===== config.mk =====
export PLATFORM = sky130hd
export DESIGN_NAME = mult_div_unit
export DESIGN_NICKNAME = d
export VERILOG_FILES = /design/src/rtl/mult_div_unit.sv
export SDC_FILE = /design/constraint.sdc
export NUM_CORES = 1
export LEC_CHECK = 0
export CORE_MARGIN = 2
export CORE_UTILIZATION = 38
export DETAILED_ROUTE_END_ITERATION = 8
export GPL_ROUTABILITY_DRIVEN = 0
export PLACE_DENSITY = 0.58
export SLEW_MARGIN = 20
export SYNTH_ARGS = -nofsm -noshare
export SYNTH_HDL_FRONTEND = slang
export SYNTH_SLANG_ARGS = --single-unit

===== constraint.sdc =====
create_clock -name clk -period 3.44 [get_ports clk]
set_input_delay 0.344 -clock clk [delete_from_list [all_inputs] [get_ports clk]]
set_output_delay 0.344 -clock clk [all_outputs]
set_load 0.01 [all_outputs]

===== src/rtl/mult_div_unit.sv =====
// Iterative radix-2 multiply/divide engine with HI/LO registers.
// One iteration per clock; operands are latched on start so the caller may change them.
module mult_div_unit #(
   parameter int WIDTH = 32
) (
   input  logic             clk,
   input  logic             rst_n,
   input  logic             start,
   input  logic [1:0]       op,
   input  logic [WIDTH-1:0] a,
   input  logic [WIDTH-1:0] b,
   input  logic             wr_hi,
   input  logic             wr_lo,
   input  logic [WIDTH-1:0] wr_data,
   output logic             busy,
   output logic             done,
   output logic             div_by_zero,
   output logic [WIDTH-1:0] hi,
   output logic [WIDTH-1:0] lo
);

   localparam int CW = $clog2(WIDTH);

   typedef enum logic [1:0] {IDLE, CALC, FINISH} state_t;

   state_t             state_q, state_d;
   logic [1:0]         op_q, op_d;
   logic [2*WIDTH-1:0] acc_q, acc_d;
   logic [WIDTH-1:0]   opnd_q, opnd_d;
   logic [WIDTH-1:0]   a_org_q, a_org_d;
   logic               sa_q, sa_d, sb_q, sb_d;
   logic               bz_q, bz_d;
   logic [CW-1:0]      cnt_q, cnt_d;
   logic [WIDTH-1:0]   hi_q, hi_d, lo_q, lo_d;
   logic               done_q, done_d, dbz_q, dbz_d;

   // acc holds {partial product, multiplier} for mult and {remainder, quotient} for div.
   logic [WIDTH:0]     mul_sum;
   logic [2*WIDTH-1:0] mul_nxt, div_nxt, prod_neg;
   logic [WIDTH:0]     rem_sh;
   logic [WIDTH-1:0]   rem_sub;
   logic               rem_ge;
   logic               sgn_op, in_sa, in_sb;
   logic [WIDTH-1:0]   mag_a, mag_b;

   always_comb begin
      mul_sum  = {1'b0, acc_q[2*WIDTH-1:WIDTH]} + (acc_q[0] ? {1'b0, opnd_q} : '0);
      mul_nxt  = {mul_sum, acc_q[WIDTH-1:1]};
      rem_sh   = acc_q[2*WIDTH-1:WIDTH-1];
      rem_ge   = rem_sh >= {1'b0, opnd_q};
      rem_sub  = rem_sh[WIDTH-1:0] - opnd_q;
      div_nxt  = rem_ge ? {rem_sub, acc_q[WIDTH-2:0], 1'b1}
                        : {rem_sh[WIDTH-1:0], acc_q[WIDTH-2:0], 1'b0};
      prod_neg = -acc_q;
      sgn_op   = ~op[0];
      in_sa    = sgn_op & a[WIDTH-1];
      in_sb    = sgn_op & b[WIDTH-1];
      mag_a    = in_sa ? -a : a;
      mag_b    = in_sb ? -b : b;
   end

   always_comb begin
      state_d = state_q;
      op_d    = op_q;
      acc_d   = acc_q;
      opnd_d  = opnd_q;
      a_org_d = a_org_q;
      sa_d    = sa_q;
      sb_d    = sb_q;
      bz_d    = bz_q;
      cnt_d   = cnt_q;
      hi_d    = hi_q;
      lo_d    = lo_q;
      done_d  = 1'b0;
      dbz_d   = 1'b0;
      case (state_q)
         IDLE: begin
            if (start) begin
               op_d    = op;
               sa_d    = in_sa;
               sb_d    = in_sb;
               a_org_d = a;
               bz_d    = (b == '0);
               // div keeps the dividend in the low half; mult keeps the multiplier there
               opnd_d  = op[1] ? mag_b : mag_a;
               acc_d   = {{WIDTH{1'b0}}, op[1] ? mag_a : mag_b};
               cnt_d   = '0;
               state_d = CALC;
            end else begin
               if (wr_hi) hi_d = wr_data;
               if (wr_lo) lo_d = wr_data;
            end
         end
         CALC: begin
            acc_d = op_q[1] ? div_nxt : mul_nxt;
            cnt_d = cnt_q + 1'b1;
            if (cnt_q == CW'(WIDTH-1)) state_d = FINISH;
         end
         FINISH: begin
            done_d  = 1'b1;
            state_d = IDLE;
            if (!op_q[1]) begin
               {hi_d, lo_d} = (sa_q ^ sb_q) ? prod_neg : acc_q;
            end else if (bz_q) begin
               lo_d  = '1;
               hi_d  = a_org_q;
               dbz_d = 1'b1;
            end else begin
               lo_d = (sa_q ^ sb_q) ? -acc_q[WIDTH-1:0] : acc_q[WIDTH-1:0];
               hi_d = sa_q ? -acc_q[2*WIDTH-1:WIDTH] : acc_q[2*WIDTH-1:WIDTH];
            end
         end
         default: state_d = IDLE;
      endcase
   end

   always_ff @(posedge clk) begin
      if (!rst_n) begin
         state_q <= IDLE;
         op_q    <= '0;
         acc_q   <= '0;
         opnd_q  <= '0;
         a_org_q <= '0;
         sa_q    <= 1'b0;
         sb_q    <= 1'b0;
         bz_q    <= 1'b0;
         cnt_q   <= '0;
         hi_q    <= '0;
         lo_q    <= '0;
         done_q  <= 1'b0;
         dbz_q   <= 1'b0;
      end else begin
         state_q <= state_d;
         op_q    <= op_d;
         acc_q   <= acc_d;
         opnd_q  <= opnd_d;
         a_org_q <= a_org_d;
         sa_q    <= sa_d;
         sb_q    <= sb_d;
         bz_q    <= bz_d;
         cnt_q   <= cnt_d;
         hi_q    <= hi_d;
         lo_q    <= lo_d;
         done_q  <= done_d;
         dbz_q   <= dbz_d;
      end
   end

   assign busy        = (state_q != IDLE);
   assign done        = done_q;
   assign div_by_zero = dbz_q;
   assign hi          = hi_q;
   assign lo          = lo_q;

endmodule

==> impl_metrics.ini <==
[run_status]
outcome = finished clean

[die]
io_pins = 170
core_sq_mm = 0.0433
die_w_um = 214
std_cell_rows = 76
die_h_um = 214
die_area_sq_mm = 0.0458
initial_core_util = 0.387

[power_and_ir_drop]
power_density_mw_per_mm2 = 392
p_switching_mw = 2.84
irDropWorstVdd_mv = 0.365
p_int_mw = 5.25
seq_power_share = 0.333
switching_share = 0.351
clkPwrFrac = 0.358
leakage_nw = 7.96
p_comb_frac = 0.309

[setup_path]
path_class = flop to flop
reg2reg_depth = 16
crit_end = acc_q[58]
critPathBufInv = 5
r2r-end = acc_q[58]
end_kind = flop
reg2reg_slack_ns = 0.16
crit_start = acc_q[0]
required_ns = 3.94
cpMostUsedCell = buf_4
cp-start-kind = flop
r2r_start = acc_q[0]
cp_slowest_cell = or4b_1
critical-path-top-delay-family = simple AND/OR/NAND/NOR gates
cp_max_fo = 19
max_stage_delay_ns = 0.49
critPathArrivalTime_ns = 3.78
cp.depth = 16
worstPathCellList = inv_1, buf_12, buf_4, nor2_1, ha_1, a21o_1, a211oi_2, nand2_1, or2_2, o21ai_0, buf_4, o31ai_1, buf_4, or4b_1, o211ai_1, and3_1

[timing]
worst_pin_slew_ns = 1.14
slew_viol_final = 0
fin_skew_ns = 0.0256
setup_viol = 0
hold_viol_final = 0
slew_headroom = 0.240
tns_ns = 0
worst_slack_ns = 0.162
period_needed_ns = 3.28
period_share = 0.953
max_freq_mhz = 305

[layout]
fill_cells = 4369
fin_nets = 2606
area_delta_synth_final_pct = 23.1
num_antenna_cells = 0
drive_gt1_frac = 0.107
final-instance-count-excl-fill = 3036

[logic_synthesis]
ys_types = 87
ys_seq_elements = 205
synth-compound-area-share = 0.292
synth_area_leaders = dfxtp_1, nand2_1, a21oi_1
synthXorXnorAreaFrac = 0.103
synthMuxAreaShare = 0.0394
synth_ff_type = dfxtp_1
synth_edf_count = 0
yosysWarnings = 0
syn_inst = 2262
synth_top_family_by_area = compound AO/OA/AOI/OAI gates
yosysSeqAreaShare = 0.245
netlist.area_leader.share = 0.245
syn_area_sq_mm = 0.0167
synth-simple-area-share = 0.207
yosys.area.top_type = dfxtp_1
syn-num-nets = 2437
avgSynthCellArea_sq_um = 7.40
synth_adder_area_share = 0.0547
ys_async_sr_fraction = 0

[detailed_routing]
num_vias = 18300
vias_per_cell = 6.02
routed_wl_mm = 69.1
first_iter_violations = 1922
drc = 0
firstDrtPassIters = 6
ant_nets = 0
post_drt_wl_per_cell_um = 22.8

[grt]
grt_first_pass_wirelength_mm = 103
grt_pass1_vias = 17000
grt_usage = 0.294
overflow = 0
grt_max_degree = 74
antenna_found_initial = 0

[placed_design]
place_inst = 2987
io_buffers = 169
pre_cts_slack_ns = 0.0318
dpl.hpwl_mm = 53.7

[worst_hold_path]
hold_class = primary input to flop

[clock_tree]
cts_inserted_buffers = 26
holdBufCountCts = 0
cts_sinks = 205
htreeDepth = 1
cts.reportedPaths.clkPinSlew_ns = 0.07
cts_setup_buffers = 0
clockBufferDepth = 3
clock-root-buffer = clkbuf_16
clk_latency_ns = 0.56
cts_tree = done
post_cts_resized = 0

[run]
drv_cap = 0
==> cells in the mapped netlist, drive strengths merged, types with 5 or more instances <==
| cell | instances |
|---|---|
| nor4b | 5 |
| a21oi | 211 |
| inv | 72 |
| o41ai | 12 |
| and2 | 12 |
| or3 | 21 |
| nor2b | 21 |
| a311oi | 5 |
| o311ai | 5 |
| o221ai | 43 |
| nand3b | 6 |
| or2 | 7 |
| ha | 70 |
| clkbuf | 152 |
| o211ai | 44 |
| xor2 | 85 |
| or4 | 23 |
| nand2 | 308 |
| a221oi | 15 |
| o2111ai | 7 |
| a22oi | 14 |
| mux2 | 7 |
| xnor2 | 112 |
| dfxtp | 205 |
| mux2i | 58 |
| o31ai | 28 |
| a221o | 5 |
| nor2 | 162 |
| nand2b | 13 |
| nand4 | 20 |
| o21bai | 6 |
| nor4 | 15 |
| or4b | 5 |
| nand3 | 40 |
| and3 | 17 |
| buf | 25 |
| nor3 | 38 |
| a31oi | 31 |
| a211oi | 47 |
| o21ai | 159 |
| a21o | 23 |
| a21boi | 56 |
| o21a | 10 |
==> cells in the final DEF, fill, tap and decap left out, types with 70 or more instances in the layout <==
cell / synthesis / layout
a21oi_1: 211 / 208
buf_4: 1 / 147
o21ai_0: 152 / 151
xor2_1: 85 / 84
inv_1: 71 / 71
nor2_1: 162 / 159
nand2_1: 306 / 306
xnor2_1: 112 / 111
ha_1: 70 / 70
clkdlybuf4s50_1: 0 / 167
dfxtp_1: 205 / 202
==> per-layer routing <==
metal | routed length, um | share of wire | track usage
met1 | 30500 | 0.44 | 0.420
met2 | 29500 | 0.43 | 0.451
met3 | 6440 | 0.093 | 0.0457
met4 | 2580 | 0.037 | 0.0948
met5 | 0 | 0 | 0
==> final cells by class <==
class / instances / area [sq um] / share of cell area
multi-input combinational: 1809 / 11800 / 0.572
inverter: 72 / 270 / 0.0131
timing repair buffer: 317 / 2820 / 0.137
sequential: 205 / 4110 / 0.199
tap: 585 / 732 / 0.0355
clock buffer: 36 / 738 / 0.0358
clock inverter: 12 / 159 / 0.00771
==> logic make-up after synthesis <==
group / Yosys count
buf+inv: 249
flops: 205
xor+xnor: 197
mux: 65
compound gates: 752
fa+ha+maj: 72
simple gates: 722
==> state kept, by name (all words and copies together) (netlist names) <==
signal / flops
acc_q: 64
a_org_q: 32
hi: 32
lo: 32
opnd_q: 32
cnt_q: 5
state_q: 2
bz_q: 1
div_by_zero: 1
done: 1
op_q: 1
sa_q: 1
sb_q: 1
==> worst min-delay path: cells and delay by family <==
family | cells | cell delay [ns]
compound gates | 1 | 0.12
buf+inv | 2 | 0.21
==> metrics by stage <==
step	hold WS (ns)	area [sq um]	util	total power [mW]
3_3_place_gp	0.430	19600	0.454	5.12
5_1_grt	0.171	20600	0.476	8.39
6_report	0.150	20600	0.476	8.09
2_1_floorplan	0.415	16700	-	4.17
4_1_cts	0.139	20500	0.475	8.01
3_5_place_dp	0.437	19600	0.454	5.14
==> power by group through the flow <==
stage                     registers [mW]  logic (mW)  clock network [mW]
after floorplan                     2.68        1.48                   0
after global placement              2.73        2.39                   0
after detailed placement            2.74        2.41                   0
after CTS                           2.69        2.42                2.91
after global routing                2.71        2.68                3.01
final                               2.69        2.50                2.90
==> how the worst min path moves through the flow <==
stage                         from  endpoint  slack [ns]  cells after the start
after floorplan           cnt_q[3]  cnt_q[3]        0.41                      1
after global placement    cnt_q[3]  cnt_q[3]        0.43                      1
final                        rst_n     hi[9]        0.15                      3
after global routing         rst_n    hi[10]        0.17                      3
after detailed placement  cnt_q[3]  cnt_q[3]        0.44                      1
after CTS                    rst_n     hi[9]        0.14                      3
(Power assumes the default switching activity.)
==> RTL change (same flow settings) <==
Register the output `hi` once more; this adds one clock of latency there. The other outputs are not delayed to match.
--- a/src/rtl/mult_div_unit.sv
+++ b/src/rtl/mult_div_unit.sv
@@ -151,3 +151,5 @@
    assign div_by_zero = dbz_q;
-   assign hi          = hi_q;
+   always_ff @(posedge clk) begin
+      hi <= hi_q;
+   end
    assign lo          = lo_q;
Function: changed (a bounded check fails within 4 cycles, from zero or initial values and one cycle with rst_n low).
==> RTL change against the original RTL <==
Total power increased by 13%; design area rose by 4.5%; setup slack worse by 0.052 ns; via count is 2.5% higher; wire length grew 3.6%; sequential cell count rose by 32; sequential share of layout area grew 2.1 points; clock power is 17% higher; synthesized area up 3.3%; highest routed layer is now met5.
==> RTL change: results (changes against the original RTL) <==
stage;metric;value;unit;change
outcome;status;complete, no violations;;
synth;synth_seq_area_share;0.274;;+0.0293
power_and_ir_drop;ir_drop;0.000394;V;+8.0%
global_route;antenna_found_initial;1;;+1
worst_setup_path;regToRegSetupSlack;0.11;ns;-0.05 ns
worst_setup_path;r2r_start;acc_q[25];;
synth;syn_nets;2506;;+2.8%
sta;finalClockSkew;0.0117;ns;-0.0139 ns
worst_setup_path;worstPathMaxFanout;6;;-13
global_route;grtUsageTotal;0.297;;+0.00281
synth;yosys-top-cells-count;nand2_1 (298), a21oi_1 (244), dfxtp_1 (237), nor2_1 (194), o21ai_0 (179);;
global_route;grt_pass1_vias;17600;;+3.6%
synth;synth_area_per_cell;7.42;sq um;+0.22%
worst_setup_path;r2r_end;hi_q[21];;
global_route;grt_max_degree;70;;-5.4%
cts;clk_latency;0.59;ns;+0.03 ns
cells_and_area;layout-drive-gt1-share;0.120;;+0.0124
sta;slew_headroom;0.269;;+0.0287
cells_and_area;nets;2693;;+3.3%
hold_path;min_from;hi_q[23];;
worst_setup_path;worst-r2r-cell-count;8;;-8
route;viasPerCell;5.96;;-0.92%
route;dr.first_iter.drc_count;2164;;+13%
hold_path;holdPathStages;0;;-3
worst_setup_path;cpPeakStageDelay;0.53;ns;+0.04 ns
floorplanning;die_area;47200;sq um;+3.2%
synth;ys_top_cells_by_area;dfxtp_1 (27%), a21oi_1 (7.1%), nand2_1 (6.5%), o21ai_0 (5.2%), ha_1 (5.1%);;
global_route;grt_pass1_wl;109;mm;+5.2%
hold_path;holdPathEnd;hi[23];;
==> RTL change: worst reg2reg max path: stages, from the launching register on <==
cell	delay [ns]
dfxtp_1	0.40
or4_4	0.53
or4_4	0.45
or3_1	0.39
or2_1	0.26
or4_4	0.53
o31a_1	0.30
o22ai_1	0.28
nor4_2	0.07
==> RTL change: where the power goes <==
group / internal, mW / total, mW / switching, mW
Clock: 2.01 / 3.38 / 1.36
Sequential: 2.92 / 3.08 / 0.166
Combinational: 1.11 / 2.70 / 1.59
Total: 6.04 / 9.16 / 3.12
==> RTL change: how the worst max path moves through the flow <==
stage	startpoint	depth (start not counted)	endpoint
detailed placement	acc_q[0]	14	acc_q[62]
global placement	acc_q[0]	14	acc_q[62]
finish	acc_q[25]	8	hi_q[21]
floorplan	acc_q[33]	13	hi_q[24]
global route	acc_q[0]	14	acc_q[62]
CTS	acc_q[32]	15	acc_q[59]
==> RTL change: cells by family after synthesis <==
group                    synth area share
multiplexers                       0.0360
adder cells (fa/ha/maj)            0.0530
buffers and inverters              0.0563
XOR/XNOR                           0.0998
AND/OR/NAND/NOR                     0.195
AO/OA/AOI/OAI                       0.286
flip-flops                          0.274
==> RTL change: cell type report <==
cell class / instances / share of cell area
repair buffers: 337 / 0.140
clock inverters: 16 / 0.0117
flip-flops and latches: 237 / 0.220
multi-input cells: 1841 / 0.543
inverters: 73 / 0.0127
well taps: 600 / 0.0349
clock buffers: 36 / 0.0367
==> RTL change: stage by stage <==
stage / area (sq um) / hold slack, ns / setup WS (ns)
finish: 21500 / 0.347 / 0.111
global route: 21500 / 0.351 / -0.0174
CTS: 21400 / 0.347 / 0.0743
detailed placement: 20400 / 0.334 / -0.0301
global placement: 20400 / 0.333 / -0.0354
floorplan: 17300 / 0.326 / 0.114
==> RTL change: layer usage <==
layer  part of all wire  vias to the layer above  wire length (um)  track usage
met5            0.00018                        -                13            0
met4              0.033                        2              2380       0.0961
met3              0.086                      135              6130       0.0387
met2               0.44                      890             31200        0.458
met1               0.45                     8949             31900        0.426
li1                   -                     8741                 -            -
==> RTL change: repair_timing <==
action	CTS	global route
resized for setup	1	17
buffers inserted	0	1
pin swaps	0	2
hold endpoints to repair	0	0
setup endpoints to repair	1	21
